**config.mk**
```make
export PLATFORM = sky130hd
export DESIGN_NAME = uart_tx_cfg
export DESIGN_NICKNAME = d
export VERILOG_FILES = /design/src/rtl/uart_pkg.sv /design/src/rtl/uart_baud_gen.sv /design/src/rtl/uart_tx_cfg.sv
export SDC_FILE = /design/constraint.sdc
export NUM_CORES = 1
export LEC_CHECK = 0
export ABC_CLOCK_PERIOD_IN_PS = 3700
export CAP_MARGIN = 20
export CORE_MARGIN = 1
export CORE_UTILIZATION = 34
export CTS_CLUSTER_SIZE = 16
export DETAILED_ROUTE_END_ITERATION = 12
export GPL_ROUTABILITY_DRIVEN = 0
export MAX_ROUTING_LAYER = met4
export PLACE_DENSITY = 0.61
export SLEW_MARGIN = 15
export SYNTH_ARGS = -nofsm -noshare
export SYNTH_HDL_FRONTEND = slang
export SYNTH_SLANG_ARGS = --single-unit
```
**constraint.sdc**
```tcl
create_clock -name clk_i -period 3.7 [get_ports clk_i]
set_input_delay 0.74 -clock clk_i [delete_from_list [all_inputs] [get_ports clk_i]]
set_output_delay 0.74 -clock clk_i [all_outputs]
set_load 0.02 [all_outputs]
```
**src/rtl/uart_pkg.sv**
```systemverilog
// uart_pkg
// Shared definitions for the UART transmitter and the future receiver:
// parity encodings, data-length encodings, the transmit FSM state type and
// small helpers that turn the configuration fields into lengths and masks.
// No ports.

package uart_pkg;

    // Parity field encodings; 2'd3 also means "no parity".
    localparam logic [1:0] PAR_NONE = 2'd0;
    localparam logic [1:0] PAR_EVEN = 2'd1;
    localparam logic [1:0] PAR_ODD  = 2'd2;

    // Data-length field encodings.
    localparam logic [1:0] DBITS_5 = 2'd0;
    localparam logic [1:0] DBITS_6 = 2'd1;
    localparam logic [1:0] DBITS_7 = 2'd2;
    localparam logic [1:0] DBITS_8 = 2'd3;

    typedef enum logic [2:0] {
        ST_IDLE   = 3'd0,
        ST_START  = 3'd1,
        ST_DATA   = 3'd2,
        ST_PARITY = 3'd3,
        ST_STOP   = 3'd4
    } tx_state_e;

    // Number of data bits (5..8) for a data-length field value.
    function automatic logic [3:0] data_len(input logic [1:0] sel);
        return 4'd5 + {2'b00, sel};
    endfunction

    // Mask keeping only the configured number of low data bits.
    function automatic logic [7:0] data_mask(input logic [1:0] sel);
        logic [7:0] m;
        case (sel)
            DBITS_5: m = 8'h1F;
            DBITS_6: m = 8'h3F;
            DBITS_7: m = 8'h7F;
            DBITS_8: m = 8'hFF;
            default: m = 8'hFF;
        endcase
        return m;
    endfunction

    // A parity bit is sent only for the even and odd encodings.
    function automatic logic parity_en(input logic [1:0] par);
        return (par != PAR_NONE) && ((par == PAR_EVEN) || (par == PAR_ODD));
    endfunction

endpackage

```
**src/rtl/uart_baud_gen.sv**
```systemverilog
// uart_baud_gen
// Bit-period divider. The counter runs 0 .. div-1 and tick_o is high on the
// count div-1, so one tick arrives every div cycles. A divisor of 0 behaves
// like 1 (tick every cycle). clr_i restarts the period from count 0 on the
// next edge; the owning FSM drives it on every state entry.
//
// Ports:
//   clk_i   in   clock
//   rst_i   in   synchronous active-high reset
//   clr_i   in   restart the bit period
//   div_i   in   clock cycles per bit
//   tick_o  out  high during the last cycle of each bit period

module uart_baud_gen #(
    parameter int DIV_W = 16
) (
    input  logic             clk_i,
    input  logic             rst_i,
    input  logic             clr_i,
    input  logic [DIV_W-1:0] div_i,
    output logic             tick_o
);

    localparam logic [DIV_W-1:0] DIV_ONE = DIV_W'(1);

    logic [DIV_W-1:0] cnt_q;
    logic [DIV_W-1:0] last_cnt;

    always_comb begin
        last_cnt = '0;
        if (div_i != '0) begin
            last_cnt = div_i - DIV_ONE;
        end
    end

    assign tick_o = (cnt_q == last_cnt);

    always_ff @(posedge clk_i) begin
        if (rst_i || clr_i || tick_o) begin
            cnt_q <= '0;
        end else begin
            cnt_q <= cnt_q + DIV_ONE;
        end
    end

endmodule

```
**src/rtl/uart_tx_cfg.sv**
```systemverilog
// uart_tx_cfg
// Runtime-configurable UART transmitter: 5..8 data bits (LSB first),
// none/even/odd parity, 1 or 2 stop bits, bit period of baud_div_i cycles.
// A one-entry holding register in front of the shift register lets the next
// frame start on the edge right after the previous frame's last stop bit.
//
// Handshake: a word is transferred on a rising clk_i edge where
// valid_i && ready_o are both high; ready_o is high exactly when the holding
// register is empty, and data_i is not sampled at any other time.
//
// Configuration inputs are captured together with the word when the FSM
// loads a frame from the holding register and stay fixed for that frame.
//
// All outputs come from flops. tx_o, busy_o and done_o are registered from
// the current FSM state, so they trail the state register by one cycle; the
// whole frame (and the bit timing inside it) is shifted by that one cycle.
//
// Ports:
//   clk_i        in   clock
//   rst_i        in   synchronous active-high reset
//   data_i       in   word to send; bits above the configured length ignored
//   valid_i      in   data_i is valid
//   ready_o      out  holding register empty
//   baud_div_i   in   clock cycles per bit (0 treated as 1)
//   data_bits_i  in   0..3 -> 5..8 data bits
//   parity_i     in   0 none, 1 even, 2 odd, 3 none
//   stop2_i      in   1 selects two stop bits
//   busy_o       out  a frame is on the line
//   done_o       out  one-cycle pulse on the last cycle of the last stop bit
//   tx_o         out  serial line, idle high

module uart_tx_cfg
    import uart_pkg::*;
#(
    parameter int DIV_W = 16
) (
    input  logic             clk_i,
    input  logic             rst_i,
    input  logic [7:0]       data_i,
    input  logic             valid_i,
    output logic             ready_o,
    input  logic [DIV_W-1:0] baud_div_i,
    input  logic [1:0]       data_bits_i,
    input  logic [1:0]       parity_i,
    input  logic             stop2_i,
    output logic             busy_o,
    output logic             done_o,
    output logic             tx_o
);

    localparam logic [DIV_W-1:0] DIV_ONE = DIV_W'(1);

    // FSM state
    tx_state_e state_q;
    tx_state_e state_d;

    // Holding register
    logic       hold_full_q;
    logic [7:0] hold_data_q;

    // Per-frame datapath and captured configuration
    logic [7:0]       shift_q;
    logic             par_bit_q;
    logic [3:0]       nbits_q;
    logic             par_en_q;
    logic             stop2_q;
    logic [DIV_W-1:0] div_q;
    logic [2:0]       bit_cnt_q;
    logic             stop_cnt_q;

    // Output registers
    logic tx_q;
    logic busy_q;
    logic done_q;

    // Control
    logic       accept;
    logic       load;
    logic       frame_end;
    logic       shift_en;
    logic       tx_d;
    logic       bit_tick;
    logic       baud_clr;
    logic [7:0] load_data;

    assign accept  = valid_i && !hold_full_q;
    assign ready_o = !hold_full_q;
    assign busy_o  = busy_q;
    assign done_o  = done_q;
    assign tx_o    = tx_q;

    // Word as it enters the shift register: upper bits beyond the
    // configured length are cleared so they never reach parity or the line.
    assign load_data = hold_data_q & data_mask(data_bits_i);

    // The period restarts on every state change; while idle it is held at
    // zero so the first START bit is a full period.
    assign baud_clr = (state_d != state_q) || (state_q == ST_IDLE);

    uart_baud_gen #(
        .DIV_W(DIV_W)
    ) u_baud_gen (
        .clk_i  (clk_i),
        .rst_i  (rst_i),
        .clr_i  (baud_clr),
        .div_i  (div_q),
        .tick_o (bit_tick)
    );

    // Next-state and control decode
    always_comb begin
        state_d   = state_q;
        load      = 1'b0;
        frame_end = 1'b0;
        shift_en  = 1'b0;
        tx_d      = 1'b1;
        case (state_q)
            ST_IDLE: begin
                tx_d = 1'b1;
                if (hold_full_q) begin
                    load    = 1'b1;
                    state_d = ST_START;
                end
            end
            ST_START: begin
                tx_d = 1'b0;
                if (bit_tick) begin
                    state_d = ST_DATA;
                end
            end
            ST_DATA: begin
                tx_d = shift_q[0];
                if (bit_tick) begin
                    shift_en = 1'b1;
                    if ({1'b0, bit_cnt_q} == (nbits_q - 4'd1)) begin
                        state_d = par_en_q ? ST_PARITY : ST_STOP;
                    end
                end
            end
            ST_PARITY: begin
                tx_d = par_bit_q;
                if (bit_tick) begin
                    state_d = ST_STOP;
                end
            end
            ST_STOP: begin
                tx_d = 1'b1;
                // With two stop bits the first tick only advances stop_cnt.
                if (bit_tick && (!stop2_q || stop_cnt_q)) begin
                    frame_end = 1'b1;
                    if (hold_full_q) begin
                        load    = 1'b1;
                        state_d = ST_START;
                    end else begin
                        state_d = ST_IDLE;
                    end
                end
            end
            default: begin
                tx_d    = 1'b1;
                state_d = ST_IDLE;
            end
        endcase
    end

    // State, holding register, datapath and output registers
    always_ff @(posedge clk_i) begin
        if (rst_i) begin
            state_q     <= ST_IDLE;
            hold_full_q <= 1'b0;
            hold_data_q <= '0;
            shift_q     <= '0;
            par_bit_q   <= 1'b0;
            nbits_q     <= '0;
            par_en_q    <= 1'b0;
            stop2_q     <= 1'b0;
            div_q       <= '0;
            bit_cnt_q   <= '0;
            stop_cnt_q  <= 1'b0;
            tx_q        <= 1'b1;
            busy_q      <= 1'b0;
            done_q      <= 1'b0;
        end else begin
            state_q <= state_d;

            // A simultaneous fill and drain leaves the register full with
            // the incoming word.
            if (accept) begin
                hold_full_q <= 1'b1;
                hold_data_q <= data_i;
            end else if (load) begin
                hold_full_q <= 1'b0;
            end

            if (load) begin
                shift_q    <= load_data;
                par_bit_q  <= (parity_i == PAR_ODD) ? ~(^load_data) : (^load_data);
                nbits_q    <= data_len(data_bits_i);
                par_en_q   <= parity_en(parity_i);
                stop2_q    <= stop2_i;
                div_q      <= (baud_div_i == '0) ? DIV_ONE : baud_div_i;
                bit_cnt_q  <= '0;
                stop_cnt_q <= 1'b0;
            end else begin
                if (shift_en) begin
                    shift_q   <= shift_q >> 1;
                    bit_cnt_q <= bit_cnt_q + 3'd1;
                end
                if ((state_q == ST_STOP) && bit_tick) begin
                    stop_cnt_q <= 1'b1;
                end
            end

            tx_q   <= tx_d;
            busy_q <= (state_q != ST_IDLE);
            done_q <= frame_end;
        end
    end

endmodule

```
==> reports/qor.csv, run 1 <==
metric;value;unit
drtIter0Drc;236;
synth_most_common_cell;dfxtp_1;
worstMarginPinSlew;837;ps
cp-end-kind;flip-flop;
synth_area;0.00411;mm²
path_max_fanout;18;
seq_area_frac_synth;32.1;%
synth_cells;489;
clockRootBuffer;clkbuf_16;
slew_headroom;44.1;%
yosys-top-cells-count;dfxtp_1 (66), nor2_1 (52), nand2_1 (44), xnor2_1 (23), nor3_1 (21);
ant_nets;0;
p_per_area;452;mW/mm²
n_fill_cell;1191;
syn_avg_cell_area;8.41;µm²
syn_nets;530;
p_seq_share;36.0;%
drt_wl_total;10400;µm
clock_latency;340;ps
num_rows;39;
swShare;30.5;%
tns;0;ps
grt_pass1_vias;3594;
dp_hpwl;7750;µm
vias;3731;
rsz0062_at_grt;false;
final.min_clock_period;3440;ps
crit_buf_inv;2;
core_area;0.0116;mm²
clockBufferDepth;2;
synthTopCellsByArea;dfxtp_1 (32%), xnor2_1 (4.9%), nor2_1 (4.7%);
p_clk_share;39.0;%
fmaxAchievable;291;MHz
final_nets;552;
diodes;0;
synth_warnings;0;
die_h;112;µm
switchingPower;0.000675;W
yosys.cell_types.count;68;
maxCapViolations;0;
crit_path_top_delay_cell;or3b_2;
drt_first_pass_iters;5;
fp.dieW;112;µm
io-pin-count;36;
status;complete, no violations;
multi_input_area;0.00260;mm²
ys_ff_latch;66;
ir_drop;0.244;mV
worst_hold_slack;460;ps
slew_viol_final;0;
crit_chain;inv_1, ha_2, nor3b_4, and4_1, or3b_2, o21ai_1, nand4b_1, a2111oi_4, nand3b_1, buf_4, or3_1, o311ai_1;
arrival;3690;ps
hold_viol;0;
skew;7.41;ps
synth_edf_count;0;
cp-start-kind;flip-flop;
cts_tree;done;
cts_max_level;3;
drive_gt1_share;10.9;%
cts_sinks;66;
cpPeakStageDelay;470;ps
drc;0;
syn_to_final_growth;18.9;%
track_usage;18.0;%
crit_type;flip-flop to flip-flop;
finalSetupViolations;0;
crit_required;3940;ps
routedWlPerCell;15.8;µm
p_leak;1.70;nW
synth.largest_area_cell;dfxtp_1;
grt_pass1_wl;17600;µm
seq_area;0.00132;mm²
start_util;35.4;%
hold_path.class;flip-flop to flip-flop;
p_comb_share;25.0;%
async_flop_share;0;%
internal_power;0.00154;W
grt_antenna_before_repair;0;
grt_max_degree;41;
synthFlopType;dfxtp_1;
cpLargestDelayFamily;simple AND/OR/NAND/NOR gates;
cts.clk_slew.worst_paths;60;ps
port_buffers;35;
overflow;0;
avgViaCountPerCell;5.66;
timing.final.crit_share;93.0;%
dieArea;0.0125;mm²
cts_buffers;9;
yosysTopAreaCellShare;32.1;%
worst paths after layout:
path / slack [ps] / start / end / depth (start not counted)
worst min register to register: 460 / stop2_q / stop2_q / 2
worst max register to register: 260 / div_q[0] / shift_q[5] / 12
worst min-delay path: 460 / stop2_q / stop2_q / 2
worst max-delay path: 260 / div_q[0] / shift_q[5] / 12
stage by stage:
step	utilization [%]	power, W	cells	area [µm²]	setup WS, ps
3_5_place_dp	39.1	0.00134	642	4540	12.4
5_1_grt	42.1	0.00232	659	4890	19.9
6_report	42.1	0.00221	659	4890	259
3_3_place_gp	39.1	0.00133	642	4540	194
2_1_floorplan	-	0.00120	489	4110	530
4_1_cts	41.8	0.00222	658	4860	41.1
layout by cell type (no fill, tap or decap), types with 6 or more instances in the layout:
cell type and count:
nand2_1 43, dfxtp_1 66, and3_1 6, nor3_1 19
xor2_1 17, a21oi_1 11, nor4_1 6, clkbuf_16 9
mux2i_1 14, clkdlybuf4s50_1 35, buf_4 9, ha_1 8
xnor2_1 23, o211ai_1 17, o21ai_0 17, nor2_1 52
nand3_1 18, a211oi_1 8, inv_1 16, or3_1 8
o21ai_1 7
metal layers:
layer	vias to the layer above	global-route usage (%)	share of wire [%]
li1	1827	-	-
met1	1785	21.9	46
met2	98	29.4	48
met3	21	3.27	4.4
met4	0	7.29	2.2
met5	-	-	0
worst reg2reg max path, stage by stage (launching register included):
cell,delay [ps]
dfxtp_1,440
inv_1,100
ha_2,250
nor3b_4,190
and4_1,220
or3b_2,470
o21ai_1,240
nand4b_1,200
a2111oi_4,380
nand3b_1,160
buf_4,230
or3_1,370
o311ai_1,90
layout make-up:
class | count | area share [%]
sequential | 66 | 27.0
timing repair buffer | 45 | 8.77
clock buffer | 10 | 4.89
tap | 143 | 3.66
multi-input combinational | 373 | 53.1
clock inverter | 6 | 1.36
inverter | 16 | 1.23
sequential cells by signal, indices dropped and copies added (netlist names), 3 cells and up:
signal	cells
shift_q	8
bit_cnt_q	3
state_q	3
nbits_q	4
hold_data_q	8
div_q	16
u_baud_gen.cnt_q	16
cell families (layout without fill, tap and decap cells):
logic type	after synthesis	count (layout)	synth area share, %
simple gates	203	203	27.3
compound gates	104	104	18.5
xor+xnor	43	43	10.2
mux	14	14	3.41
fa+ha+maj	9	9	2.74
flops	66	66	32.1
buf+inv	50	77	5.75
what timing repair did:
action | CTS | global route
pin swaps | 0 | 1
hold buffers | 0 | 0
gates resized for setup | 2 | 9
setup buffers | 0 | 1
setup endpoints to repair | 4 | 51
power groups by stage:
stage	clock network [W]	logic, W	registers, W
5_1_grt	0.000914	0.000606	0.000802
3_5_place_dp	0	0.000532	0.000809
2_1_floorplan	0	0.000413	0.000787
6_report	0.000863	0.000554	0.000796
3_3_place_gp	0	0.000520	0.000807
4_1_cts	0.000886	0.000537	0.000794
No activity file was read; power rests on OpenSTA's default activity.
==> run 2: changes to the inputs <==
--- a/config.mk
+++ b/config.mk
@@ -9,9 +9,9 @@
 export CAP_MARGIN = 20
 export CORE_MARGIN = 1
 export CORE_UTILIZATION = 34
-export CTS_CLUSTER_SIZE = 16
 export DETAILED_ROUTE_END_ITERATION = 12
 export GPL_ROUTABILITY_DRIVEN = 0
+export GPL_TIMING_DRIVEN = 0
 export MAX_ROUTING_LAYER = met4
 export PLACE_DENSITY = 0.61
 export SLEW_MARGIN = 15
==> reports/qor.csv, run 2 (same netlist as run 1, synthesis figures left out) <==
metric;value;unit;change
worstMarginPinSlew;911;ps;+73.8 ps
status;complete, no violations;;
seq_area;0.00132;mm²;about the same
p_leak;1.77;nW;+3.7%
routedWlPerCell;16.3;µm;+2.7%
cpMostUsedCell;nand3b_1;;
skew;10.0;ps;+2.63 ps
cpPeakStageDelay;470;ps;about the same
clock_latency;330;ps;about the same
worstSetupPathDepth;12;;unchanged
crit_path_top_delay_cell;nor4_2;;
final_common_cell;dfxtp_1;;
crit_buf_inv;3;;+1
hold_path.class;flip-flop to flip-flop;;
diodes;0;;unchanged
core_area;0.0116;mm²;unchanged
grt_pass1_vias;3820;;+6.3%
start_util;35.4;%;unchanged
vias;3790;;+1.6%
multi_input_area;0.00262;mm²;+0.72%
hold_depth;2;;unchanged
dpl-instance-area;0.00463;mm²;+2.1%
drt_wl_total;11200;µm;+6.9%
cts_max_level;3;;unchanged
fmaxAchievable;291;MHz;+0.29%
grt_max_degree;11;;-73%
cp-end-kind;flip-flop;;
crit_required;3890;ps;-50 ps
track_usage;19.2;%;+1.2 points
clockBufferDepth;2;;unchanged
ant_nets;0;;unchanged
r2r-end;shift_q[1];;
dieArea;0.0125;mm²;unchanged
final_nets;581;;+5.3%
cp-start-kind;flip-flop;;
worstReg2RegStart;div_q[3];;
min_from;stop2_q;;
cts_buffers;9;;unchanged
p_per_area;429;mW/mm²;-5.1%
io-pin-count;36;;unchanged
crit_chain;clkbuf_1, nor4_2, nand3b_1, xnor2_1, o21bai_1, a311o_1, a2111oi_4, nand3b_1, buf_6, buf_2, nor2_1, o221ai_1;;
timing.final.crit_share;92.7;%;-0.27 points
cts.clk_slew.worst_paths;60;ps;about the same
maxCapViolations;0;;unchanged
rsz0062_at_grt;false;;
design_area;0.00499;mm²;+2.0%
hold_viol;0;;unchanged
cpLargestDelayFamily;compound AO/OA/AOI/OAI gates;;
syn_to_final_growth;21.3;%;
r2r_cells;12;;unchanged
top_regs;div_q: 16 flops, u_baud_gen.cnt_q: 16 flops;;
fp.dieW;112;µm;unchanged
overflow;0;;unchanged
clockRootBuffer;clkbuf_16;;
cts_sinks;66;;unchanged
p_total;0.00214;W;-3.2%
ir_drop;0.319;mV;+31%
crit_type;flip-flop to flip-flop;;
finalSetupViolations;0;;unchanged
avgViaCountPerCell;5.52;;-2.4%
path_max_fanout;10;;-8
drtIter0Drc;184;;-22%
num_rows;39;;unchanged
min_to;stop2_q;;
arrival;3620;ps;-70 ps
slew_viol_final;0;;unchanged
n_fill_cell;1163;;-2.4%
drc;0;;unchanged
mostFrequentLayoutCells;dfxtp_1 (65), nor2_1 (52), nand2_1 (44), clkdlybuf4s50_1 (34), xnor2_1 (23);;
ff2ff_setup_slack;270;ps;about the same
drive_gt1_share;10.7;%;-0.17 points
grt_antenna_before_repair;0;;unchanged
cts_tree;done;;
dp_hpwl;8400;µm;+8.5%
port_buffers;34;;-2.9%
final.min_clock_period;3430;ps;-10.1 ps
grt_pass1_wl;18700;µm;+5.9%
die_h;112;µm;unchanged
drt_first_pass_iters;5;;unchanged
slew_headroom;38.7;%;-5.4 points
## run 2: how the worst max path moves through the flow
stage,startpoint,endpoint,slack [ps]
after detailed placement,div_q[0],div_q[3],-90
after global placement,div_q[0],div_q[4],10
after global routing,div_q[0],div_q[5],10
after CTS,div_q[3],div_q[3],40
final,div_q[3],shift_q[1],270
after floorplan,div_q[0],bit_cnt_q[2],530
## run 2: tightest hold or removal path, delay by kind of cell, from the launching register on
family           cells  cell delay [ps]
and+or+nand+nor      1               60
muxes                1               60
DFF                  1              310
## run 2: final cells by class
| cell class | count | share of cell area [%] |
|---|---|---|
| clock inverter | 3 | 0.376 |
| inverter | 16 | 1.20 |
| buffer | 34 | 3.54 |
| multi-input combinational | 373 | 52.4 |
| clock buffer | 11 | 4.66 |
| timing repair buffer | 40 | 7.72 |
| sequential | 66 | 26.5 |
| tap | 143 | 3.59 |
## run 2: metal layers
layer | wire length [µm] | track usage [%] | vias to the layer above
met3 | 451 | 4.41 | 27
met4 | 253 | 6.13 | 0
li1 | - | - | 1896
met2 | 5320 | 32.2 | 82
met1 | 5130 | 22.8 | 1785
met5 | 0 | - | -
## run 2: through the flow
stage | setup TNS, ps | instances | util [%] | hold WS (ps) | setup slack, ps
after floorplan | 0 | 489 | - | 438 | 530
after global placement | 0 | 666 | 39.9 | 450 | 10.2
after global routing | 0 | 686 | 43.0 | 502 | 10.3
after detailed placement | -1410 | 666 | 39.9 | 477 | -85.1
after CTS | 0 | 680 | 42.1 | 480 | 40.4
final | 0 | 686 | 43.0 | 477 | 269
## run 2: what timing repair did
item | CTS | global route
resized for setup | 1 | 9
hold buffers | 0 | 0
setup buffers | 0 | 6
pin swaps | 0 | 4
setup endpoints to repair | 20 | 50
## run 2: power breakdown
part | leakage [nW] | total (W) | internal (W) | switching (W)
clock | 0.125 | 0.000754 | 0.000445 | 0.000309
combinational | 1.10 | 0.000603 | 0.000274 | 0.000329
sequential | 0.538 | 0.000784 | 0.000746 | 0.0000380
total | 1.77 | 0.00214 | 0.00146 | 0.000676
